`config.mk`:
```
export PLATFORM = sky130hd
export DESIGN_NAME = key_debounce_flat
export DESIGN_NICKNAME = d
export VERILOG_FILES = /design/src/rtl/key_debounce_if.sv /design/src/rtl/key_debounce.sv /design/src/flat_wrapper.sv
export SDC_FILE = /design/constraint.sdc
export NUM_CORES = 1
export LEC_CHECK = 0
export ABC_CLOCK_PERIOD_IN_PS = 2900
export BUFFER_PORTS_ARGS = -buffer_cell sky130_fd_sc_hd__buf_2
export CAP_MARGIN = 15
export CORE_UTILIZATION = 40
export DETAILED_ROUTE_END_ITERATION = 10
export GPL_TIMING_DRIVEN = 0
export MAX_ROUTING_LAYER = met4
export PLACE_DENSITY_LB_ADDON = 0.12
export SLEW_MARGIN = 20
export SYNTH_ARGS = -nofsm -noshare
export SYNTH_HDL_FRONTEND = slang
export SYNTH_SLANG_ARGS = --single-unit
```
`constraint.sdc`:
```
create_clock -name CLK_i -period 2.9 [get_ports CLK_i]
set_clock_uncertainty 0.05 [all_clocks]
set_input_delay 0.58 -clock CLK_i [delete_from_list [all_inputs] [get_ports CLK_i]]
set_output_delay 0.58 -clock CLK_i [all_outputs]
set_load 0.005 [all_outputs]
```
`src/rtl/key_debounce_if.sv`:
```
// Key conditioning bus: the raw pins in, and clean levels and event pulses out.
interface key_debounce_if #(
  parameter int N_KEYS = 4
);
  logic [N_KEYS-1:0] key_raw;
  logic [N_KEYS-1:0] key_level;
  logic [N_KEYS-1:0] key_press;
  logic [N_KEYS-1:0] key_release;
  logic [N_KEYS-1:0] key_long;
  logic [N_KEYS-1:0] key_repeat;
  logic              key_any;

  // The debouncer side takes the pins and produces the conditioned events.
  modport master (
    input  key_raw,
    output key_level,
    output key_press,
    output key_release,
    output key_long,
    output key_repeat,
    output key_any
  );

  // The consumer side drives the pins and reads the conditioned events.
  modport slave (
    output key_raw,
    input  key_level,
    input  key_press,
    input  key_release,
    input  key_long,
    input  key_repeat,
    input  key_any
  );
endinterface

```
`src/rtl/key_debounce.sv`:
```
// Push-button conditioner: per key a two-flop synchronizer, a debounce FSM and
// a long-press / auto-repeat generator. Internally 1 always means pressed.
module key_debounce #(
  parameter int              N_KEYS       = 4,
  parameter bit              ACTIVE_LOW   = 1'b1,
  parameter int              CNT_W        = 24,
  parameter logic [CNT_W-1:0] DB_TICKS     = 24'd1000000,
  parameter logic [CNT_W-1:0] LONG_TICKS   = 24'd8000000,
  parameter logic [CNT_W-1:0] REPEAT_TICKS = 24'd2000000
) (
  input  logic           CLK_i,
  input  logic           reset,
  key_debounce_if.master bus
);

  localparam logic [1:0] ST_IDLE       = 2'd0;
  localparam logic [1:0] ST_PRESS_DB   = 2'd1;
  localparam logic [1:0] ST_PRESSED    = 2'd2;
  localparam logic [1:0] ST_RELEASE_DB = 2'd3;

  localparam logic [CNT_W-1:0] CNT_ZERO    = {CNT_W{1'b0}};
  localparam logic [CNT_W-1:0] CNT_ONE     = {{(CNT_W-1){1'b0}}, 1'b1};
  localparam logic [CNT_W-1:0] DB_LAST     = DB_TICKS - CNT_ONE;
  localparam logic [CNT_W-1:0] LONG_LAST   = LONG_TICKS - CNT_ONE;
  localparam logic [CNT_W-1:0] REPEAT_LAST = REPEAT_TICKS - CNT_ONE;

  // Value the synchronizer holds when no key is pressed.
  localparam logic [N_KEYS-1:0] RELEASED = {N_KEYS{ACTIVE_LOW}};

  logic [N_KEYS-1:0] sync1_r;
  logic [N_KEYS-1:0] sync2_r;
  logic [N_KEYS-1:0] pressed_s;

  logic [1:0]       state_r    [N_KEYS];
  logic [1:0]       state_s    [N_KEYS];
  logic [CNT_W-1:0] db_cnt_r   [N_KEYS];
  logic [CNT_W-1:0] db_cnt_s   [N_KEYS];
  logic [CNT_W-1:0] hold_cnt_r [N_KEYS];
  logic [CNT_W-1:0] hold_cnt_s [N_KEYS];

  logic [N_KEYS-1:0] long_done_r, long_done_s;
  logic [N_KEYS-1:0] level_r, level_s;
  logic [N_KEYS-1:0] press_r, press_s;
  logic [N_KEYS-1:0] release_r, release_s;
  logic [N_KEYS-1:0] long_r, long_s;
  logic [N_KEYS-1:0] repeat_r, repeat_s;
  logic              any_r;

  // Two-flop synchronizer bringing the asynchronous pins into CLK_i.
  always_ff @(posedge CLK_i) begin
    if (!reset) begin
      sync1_r <= RELEASED;
      sync2_r <= RELEASED;
    end else begin
      sync1_r <= bus.key_raw;
      sync2_r <= sync1_r;
    end
  end

  assign pressed_s = sync2_r ^ RELEASED;

  // Next-state and pulse decode for every key's debounce / hold FSM.
  always_comb begin
    long_done_s = long_done_r;
    level_s     = level_r;
    press_s     = {N_KEYS{1'b0}};
    release_s   = {N_KEYS{1'b0}};
    long_s      = {N_KEYS{1'b0}};
    repeat_s    = {N_KEYS{1'b0}};
    for (int k = 0; k < N_KEYS; k++) begin
      state_s[k]    = state_r[k];
      db_cnt_s[k]   = db_cnt_r[k];
      hold_cnt_s[k] = hold_cnt_r[k];
      case (state_r[k])
        ST_IDLE: begin
          if (pressed_s[k]) begin
            state_s[k]  = ST_PRESS_DB;
            db_cnt_s[k] = CNT_ZERO;
          end else begin
            state_s[k] = ST_IDLE;
          end
        end
        ST_PRESS_DB: begin
          if (!pressed_s[k]) begin
            state_s[k]  = ST_IDLE;
            db_cnt_s[k] = CNT_ZERO;
          end else if (db_cnt_r[k] == DB_LAST) begin
            state_s[k]     = ST_PRESSED;
            level_s[k]     = 1'b1;
            press_s[k]     = 1'b1;
            hold_cnt_s[k]  = CNT_ZERO;
            long_done_s[k] = 1'b0;
          end else begin
            db_cnt_s[k] = db_cnt_r[k] + CNT_ONE;
          end
        end
        ST_PRESSED: begin
          if (!pressed_s[k]) begin
            state_s[k]  = ST_RELEASE_DB;
            db_cnt_s[k] = CNT_ZERO;
          end else if (!long_done_r[k] && (hold_cnt_r[k] == LONG_LAST)) begin
            long_s[k]      = 1'b1;
            long_done_s[k] = 1'b1;
            hold_cnt_s[k]  = CNT_ZERO;
          end else if (long_done_r[k] && (hold_cnt_r[k] == REPEAT_LAST)) begin
            repeat_s[k]   = 1'b1;
            hold_cnt_s[k] = CNT_ZERO;
          end else begin
            hold_cnt_s[k] = hold_cnt_r[k] + CNT_ONE;
          end
        end
        ST_RELEASE_DB: begin
          // The hold counter is frozen here so a release glitch only delays
          // the long/repeat schedule instead of restarting it.
          if (pressed_s[k]) begin
            state_s[k]  = ST_PRESSED;
            db_cnt_s[k] = CNT_ZERO;
          end else if (db_cnt_r[k] == DB_LAST) begin
            state_s[k]   = ST_IDLE;
            db_cnt_s[k]  = CNT_ZERO;
            level_s[k]   = 1'b0;
            release_s[k] = 1'b1;
          end else begin
            db_cnt_s[k] = db_cnt_r[k] + CNT_ONE;
          end
        end
        default: begin
          state_s[k]     = ST_IDLE;
          db_cnt_s[k]    = CNT_ZERO;
          hold_cnt_s[k]  = CNT_ZERO;
          long_done_s[k] = 1'b0;
          level_s[k]     = 1'b0;
        end
      endcase
    end
  end

  // FSM state, counters and registered outputs.
  always_ff @(posedge CLK_i) begin
    if (!reset) begin
      for (int k = 0; k < N_KEYS; k++) begin
        state_r[k]    <= ST_IDLE;
        db_cnt_r[k]   <= CNT_ZERO;
        hold_cnt_r[k] <= CNT_ZERO;
      end
      long_done_r <= {N_KEYS{1'b0}};
      level_r     <= {N_KEYS{1'b0}};
      press_r     <= {N_KEYS{1'b0}};
      release_r   <= {N_KEYS{1'b0}};
      long_r      <= {N_KEYS{1'b0}};
      repeat_r    <= {N_KEYS{1'b0}};
    end else begin
      for (int k = 0; k < N_KEYS; k++) begin
        state_r[k]    <= state_s[k];
        db_cnt_r[k]   <= db_cnt_s[k];
        hold_cnt_r[k] <= hold_cnt_s[k];
      end
      long_done_r <= long_done_s;
      level_r     <= level_s;
      press_r     <= press_s;
      release_r   <= release_s;
      long_r      <= long_s;
      repeat_r    <= repeat_s;
    end
  end

  // Any-key summary, registered so it trails key_level by one cycle.
  always_ff @(posedge CLK_i) begin
    if (!reset) begin
      any_r <= 1'b0;
    end else begin
      any_r <= |level_r;
    end
  end

  assign bus.key_level   = level_r;
  assign bus.key_press   = press_r;
  assign bus.key_release = release_r;
  assign bus.key_long    = long_r;
  assign bus.key_repeat  = repeat_r;
  assign bus.key_any     = any_r;

endmodule

```
`src/flat_wrapper.sv`:
```
// flat-port wrapper written by rule: the top's interface ports become plain ports
module key_debounce_flat 
#(
  parameter int              N_KEYS       = 4,
  parameter bit              ACTIVE_LOW   = 1'b1,
  parameter int              CNT_W        = 24,
  parameter logic [CNT_W-1:0] DB_TICKS     = 24'd1000000,
  parameter logic [CNT_W-1:0] LONG_TICKS   = 24'd8000000,
  parameter logic [CNT_W-1:0] REPEAT_TICKS = 24'd2000000
)
  (CLK_i, reset, bus_key_raw, bus_key_level, bus_key_press, bus_key_release, bus_key_long, bus_key_repeat, bus_key_any);
  key_debounce_if #(.N_KEYS(N_KEYS)) bus_i ();
  input  logic CLK_i;
  input  logic reset;
  input wire logic [$bits(bus_i.key_raw)-1:0] bus_key_raw;
  output wire logic [$bits(bus_i.key_level)-1:0] bus_key_level;
  output wire logic [$bits(bus_i.key_press)-1:0] bus_key_press;
  output wire logic [$bits(bus_i.key_release)-1:0] bus_key_release;
  output wire logic [$bits(bus_i.key_long)-1:0] bus_key_long;
  output wire logic [$bits(bus_i.key_repeat)-1:0] bus_key_repeat;
  output wire logic [$bits(bus_i.key_any)-1:0] bus_key_any;
  assign bus_i.key_raw = bus_key_raw;
  assign bus_key_level = bus_i.key_level;
  assign bus_key_press = bus_i.key_press;
  assign bus_key_release = bus_i.key_release;
  assign bus_key_long = bus_i.key_long;
  assign bus_key_repeat = bus_i.key_repeat;
  assign bus_key_any = bus_i.key_any;
  key_debounce #(.N_KEYS(N_KEYS), .ACTIVE_LOW(ACTIVE_LOW), .CNT_W(CNT_W), .DB_TICKS(DB_TICKS), .LONG_TICKS(LONG_TICKS), .REPEAT_TICKS(REPEAT_TICKS)) u_core (.CLK_i(CLK_i), .reset(reset), .bus(bus_i));
endmodule
```
# Yosys cells after proc, flatten, opt, wreduce, memory -nomap -nowiden
# Memory sizes are Yosys's and may differ from the RTL's.
# Index checks and enable logic that the tools add are counted.
# classes
n_eq_ne	48
n_reduce_logical	49
n_addsub	8
muxes	142
bitwise_logic	26
# ops
operator	count
24-bit two-way mux	52
24-bit case mux with 4 select lines	4
24-bit by 1-bit adder with 24-bit output, second input constant	8
24-bit case mux with 2 select lines	4
24-bit by 20-bit equality test with 1-bit output, second input constant	4
24-bit by 21-bit equality test with 1-bit output, second input constant	4
24-bit by 23-bit equality test with 1-bit output, second input constant	4
2-bit two-way mux	24
1-bit two-way mux	46
2-bit by 1-bit inequality test with 1-bit output, second input constant	20
5-bit AND reduction	8
2-bit case mux with 4 select lines	4
3-bit AND reduction	8
4-bit OR reduction	5
2-bit equality test, second input constant	8
1-bit case mux with 2 select lines	8
2-bit nonzero test	8
1-bit NOT	13
1-bit OR	12
3-bit OR reduction	4
2-bit by 1-bit equality test with 1-bit output, second input constant	4
1-bit logical AND	8
2-bit zero test	4
2-bit inequality test, second input constant	4
other kinds (2)	5
# word_totals
ramBits	200
in_bits	6
register_bits	33
out_inout_bits	21
mem_count	3
elab_cells	303
# mem_list
memory	words	width	rd	rd_clocked_by_memory_dff	write_ports	line_no	rtl
u_core.db_cnt_r	4	24	4	0	4	key_debounce.sv:36	logic [CNT_W-1:0] db_cnt_r [N_KEYS];
u_core.hold_cnt_r	4	24	4	0	4	key_debounce.sv:38	logic [CNT_W-1:0] hold_cnt_r [N_KEYS];
u_core.state_r	4	2	4	0	4	key_debounce.sv:34	logic [1:0] state_r [N_KEYS];

# Longest topological paths before layout
# An unclocked memory read counts as a cell.
# depth
word_depth	8
mapped_depth	10
mapped_depth_nobuf	7

# Least setup slack after synthesis
# No wires, ideal clock.
# synth_timing
kind	reg-to-reg
from	memory u_core.db_cnt_r[3][0] (netlist: u_core.db_cnt_r[0][72])
to	memory u_core.db_cnt_r[3][15] (netlist: u_core.db_cnt_r[0][87])
path_stages_with_launch	10
path_buffers	2
t_arrival_ns	2.307
required_time_ns	2.779
slack_ns	0.473
cell_sequence	dfxtp_1 ha_1 and2_1 and4_1 buf_6 and3_4 buf_6 or4_4 or4_1 a21oi_1
# synth_rtl
element	line_no
start, declared	key_debounce.sv:36

==> flow_metrics.env <==
export IMPL_status="complete, no violations"
export IMPL_clock_fmax_ghz=0.3638
export IMPL_report_final_slew_viol_count=0
export IMPL_end_kind="flop"
export IMPL_register_area_mm2=0.004664
export IMPL_synth_net_count=1435
export IMPL_track_usage=0.2028
export IMPL_clkTransAtPathRegs_ns=0.06
export IMPL_worst_path_max_fanout=10
export IMPL_crit_required_ns=3.27
export IMPL_cts_tree="yes"
export IMPL_fillCellCount=2792
export IMPL_dpl_instance_area_mm2=0.01218
export IMPL_gp_congestion=0.9034
export IMPL_grt_max_degree=15
export IMPL_synth_edf_count=0
export IMPL_fp_dieH_um=172.2
export IMPL_synthTopCellsByCount="dfxtp_1, nor2_1, nand2_1"
export IMPL_yosysWarningCount=0
export IMPL_dp_hpwl_mm=20.30
export IMPL_path_class="flop to flop"
export IMPL_drt_vias_per_instance=5.556
export IMPL_antenna_cells=0
export IMPL_first_pass_iters=6
export IMPL_rows=61
export IMPL_ys_flop_type="dfxtp_1"
export IMPL_die_w_um=172.2
export IMPL_cts_setup_buffers=0
export IMPL_synthTopCellsByArea="dfxtp_1, nor2_1, xnor2_1"
export IMPL_cts_buffers=27
export IMPL_area_growth_pct=13.50
export IMPL_nets=1489
export IMPL_yosysUniqueCellTypes=69
export IMPL_syn_inst=1421
export IMPL_die_area_mm2=0.02965
export IMPL_leakage_uw=0.004251
export IMPL_rr_startpoint="u_core.hold_cnt_r[0][72]$_SDFFE_PN0P_"
export IMPL_antenna_found_initial=0
export IMPL_post_route_min_period_ns=2.748
export IMPL_timing_rr_end="u_core.hold_cnt_r[0][72]$_SDFFE_PN0P_"
export IMPL_min_path_type="input pin to flop"
export IMPL_antenna_left=0
export IMPL_tightest_slew_ns=0.8103
export IMPL_vdd_drop_max_mv=0.4441
export IMPL_clkLatencyLatePin_ns=0.55
export IMPL_yosys_area_top_type="dfxtp_1"
export IMPL_hold_violations=0
export IMPL_grt_pass1_vias=9512
export IMPL_syn_area_mm2=0.01158
export IMPL_setup_ws_ns=0.1515
export IMPL_num_vias=10410
export IMPL_post_place_ws_ns=-0.1528
export IMPL_fin_setup_tns_ns=0
export IMPL_cp_endpoint="u_core.hold_cnt_r[0][72]$_SDFFE_PN0P_"
export IMPL_r2r_setup_slack_ns=0.15
export IMPL_reg2regPathDepth=8
export IMPL_h_tree_depth=1
export IMPL_wl_per_cell_um=15.49
export IMPL_async_flop_share=0
export IMPL_fin_area_mm2=0.01315
export IMPL_synth_top_area_frac=0.4026
export IMPL_multi_input_area_mm2=0.006558
export IMPL_start_util=0.4113
export IMPL_pin_count=27
export IMPL_fin_crit_sh=0.9478
export IMPL_power_density_mw_per_mm2=526.5
export IMPL_grt_pass1_wl_mm=47.87
export IMPL_drt_iter0_markers=733
export IMPL_drt_wl_total_mm=29.00
export IMPL_drive_gt1_frac=0.07090
export IMPL_core_mm2=0.02816
export IMPL_seq_area_frac_synth=0.4026
export IMPL_setup_viol=0
export IMPL_p_total_uw=6923
export IMPL_avgSynthCellArea_um2=8.153
export IMPL_drcViolationCount=0
export IMPL_cp_startpoint="u_core.hold_cnt_r[0][72]$_SDFFE_PN0P_"
export IMPL_synth_most_common_cell="dfxtp_1"
export IMPL_synth_seq_cells=233
export IMPL_post_place_cells=1824
export IMPL_stdcell_count=1873
export IMPL_cts_num_sinks=233
export IMPL_max_slew_margin_rel=0.4541
export IMPL_port_buffers=25
export IMPL_root_buffer="clkbuf_16"
export IMPL_cts_max_path_buffers=3
export IMPL_grt_ovfl_total=0
export IMPL_hp_start="bus_key_raw[2]"
export IMPL_start_kind="flop"
export IMPL_worstPathArrival_ns=3.12
export IMPL_drv_cap=0
==> cell families (layout without fill, tap and decap cells) <==
| family | after synthesis | after routing | share of synthesized area |
|---|---|---|---|
| muxes | 5 | 5 | 0.004536 |
| AOI/OAI and AO/OA | 230 | 230 | 0.1281 |
| and+or+nand+nor | 718 | 718 | 0.3235 |
| xor gates and xnor gates | 131 | 131 | 0.09904 |
| DFF | 233 | 233 | 0.4026 |
| buffers and inverters | 96 | 170 | 0.03359 |
| adders and majority gates | 8 | 8 | 0.008641 |
==> worst min path at each step <==
stage / cells after the start / end
after floorplan: 1 / u_core.sync2_r[0]$_SDFF_PN1_
after global placement: 1 / u_core.sync2_r[2]$_SDFF_PN1_
after detailed placement: 1 / u_core.sync2_r[2]$_SDFF_PN1_
after CTS: 2 / u_core.sync1_r[2]$_SDFF_PN1_
after global routing: 2 / u_core.sync1_r[2]$_SDFF_PN1_
final: 2 / u_core.sync1_r[2]$_SDFF_PN1_
==> state kept, by name, indices dropped and copies added, names as in the netlist, 4 cells and up, named ones only <==
| name | flops |
|---|---|
| u_core.state_r | 4 |
| u_core.bus.key_level | 4 |
| u_core.db_cnt_r | 96 |
| u_core.sync1_r | 4 |
| u_core.long_done_r | 4 |
| u_core.sync2_r | 4 |
| u_core.bus.key_release | 4 |
| u_core.bus.key_long | 4 |
| u_core.hold_cnt_r | 96 |
| u_core.bus.key_repeat | 4 |
| u_core.bus.key_press | 4 |
==> where the power goes <==
part	switching [uW]	internal (uW)	leakage [uW]	total [uW]
combinational	134	45.0	0.00191	179
sequential	12.1	3220	0.00188	3230
clock	1370	2150	0.000464	3520
==> per-stage QoR <==
stage | hold WS [ns] | utilization
global route | 0.1518 | 0.4669
detailed placement | 0.3502 | 0.4326
CTS | 0.1364 | 0.4659
floorplan | 0.3363 | -
global placement | 0.3404 | 0.4326
finish | 0.1628 | 0.4669
==> timing repair <==
action	CTS	global route
endpoints found under the setup margin	20	95
hold buffers	0	0
gates resized for setup	1	14
==> final cells by class <==
class                           count  area share
Sequential cell                   233      0.3547
Clock inverter                      7    0.007612
Tap cell                          378     0.03597
Timing Repair Buffer               25    0.009516
Clock buffer                       42     0.06328
Inverter                           28    0.007993
Buffer                             68     0.02217
Multi-Input combinational cell   1092      0.4987
==> critical path: stages (launching register included) <==
cell and delay, ns:
dfxtp_1 0.42, ha_1 0.26, and3_1 0.20, nand4_1 0.21
or4_1 0.59, nor2b_1 0.20, o21ai_1 0.32, buf_2 0.31
nor2_1 0.07
==> layout by cell type, fill, tap and decap left out, drive strengths merged, types with 10 or more instances in the layout <==
cell type,count
a21oi,68
a31oi,17
and2,12
and3,37
and4,17
buf,35
clkbuf,100
dfxtp,233
inv,29
nand2,115
nand2b,17
nand3,75
nand4,40
nor2,199
nor2b,10
nor3,60
nor4,47
nor4b,24
o2111ai,12
o211ai,14
o21ai,50
or3,17
or4,17
xnor2,79
xor2,52
==> metal layers <==
layer  vias up  track usage  part of all wire  wire length (um)
met5         -            -                 0                 0
met4         0      0.05310             0.021               607
met3        43      0.02884             0.041              1192
met2       213       0.3189              0.44             12900
met1      4904       0.2722              0.49             14310
li1       5246            -                 -                 -
Note: power is estimated with default switching activity, not from simulation.
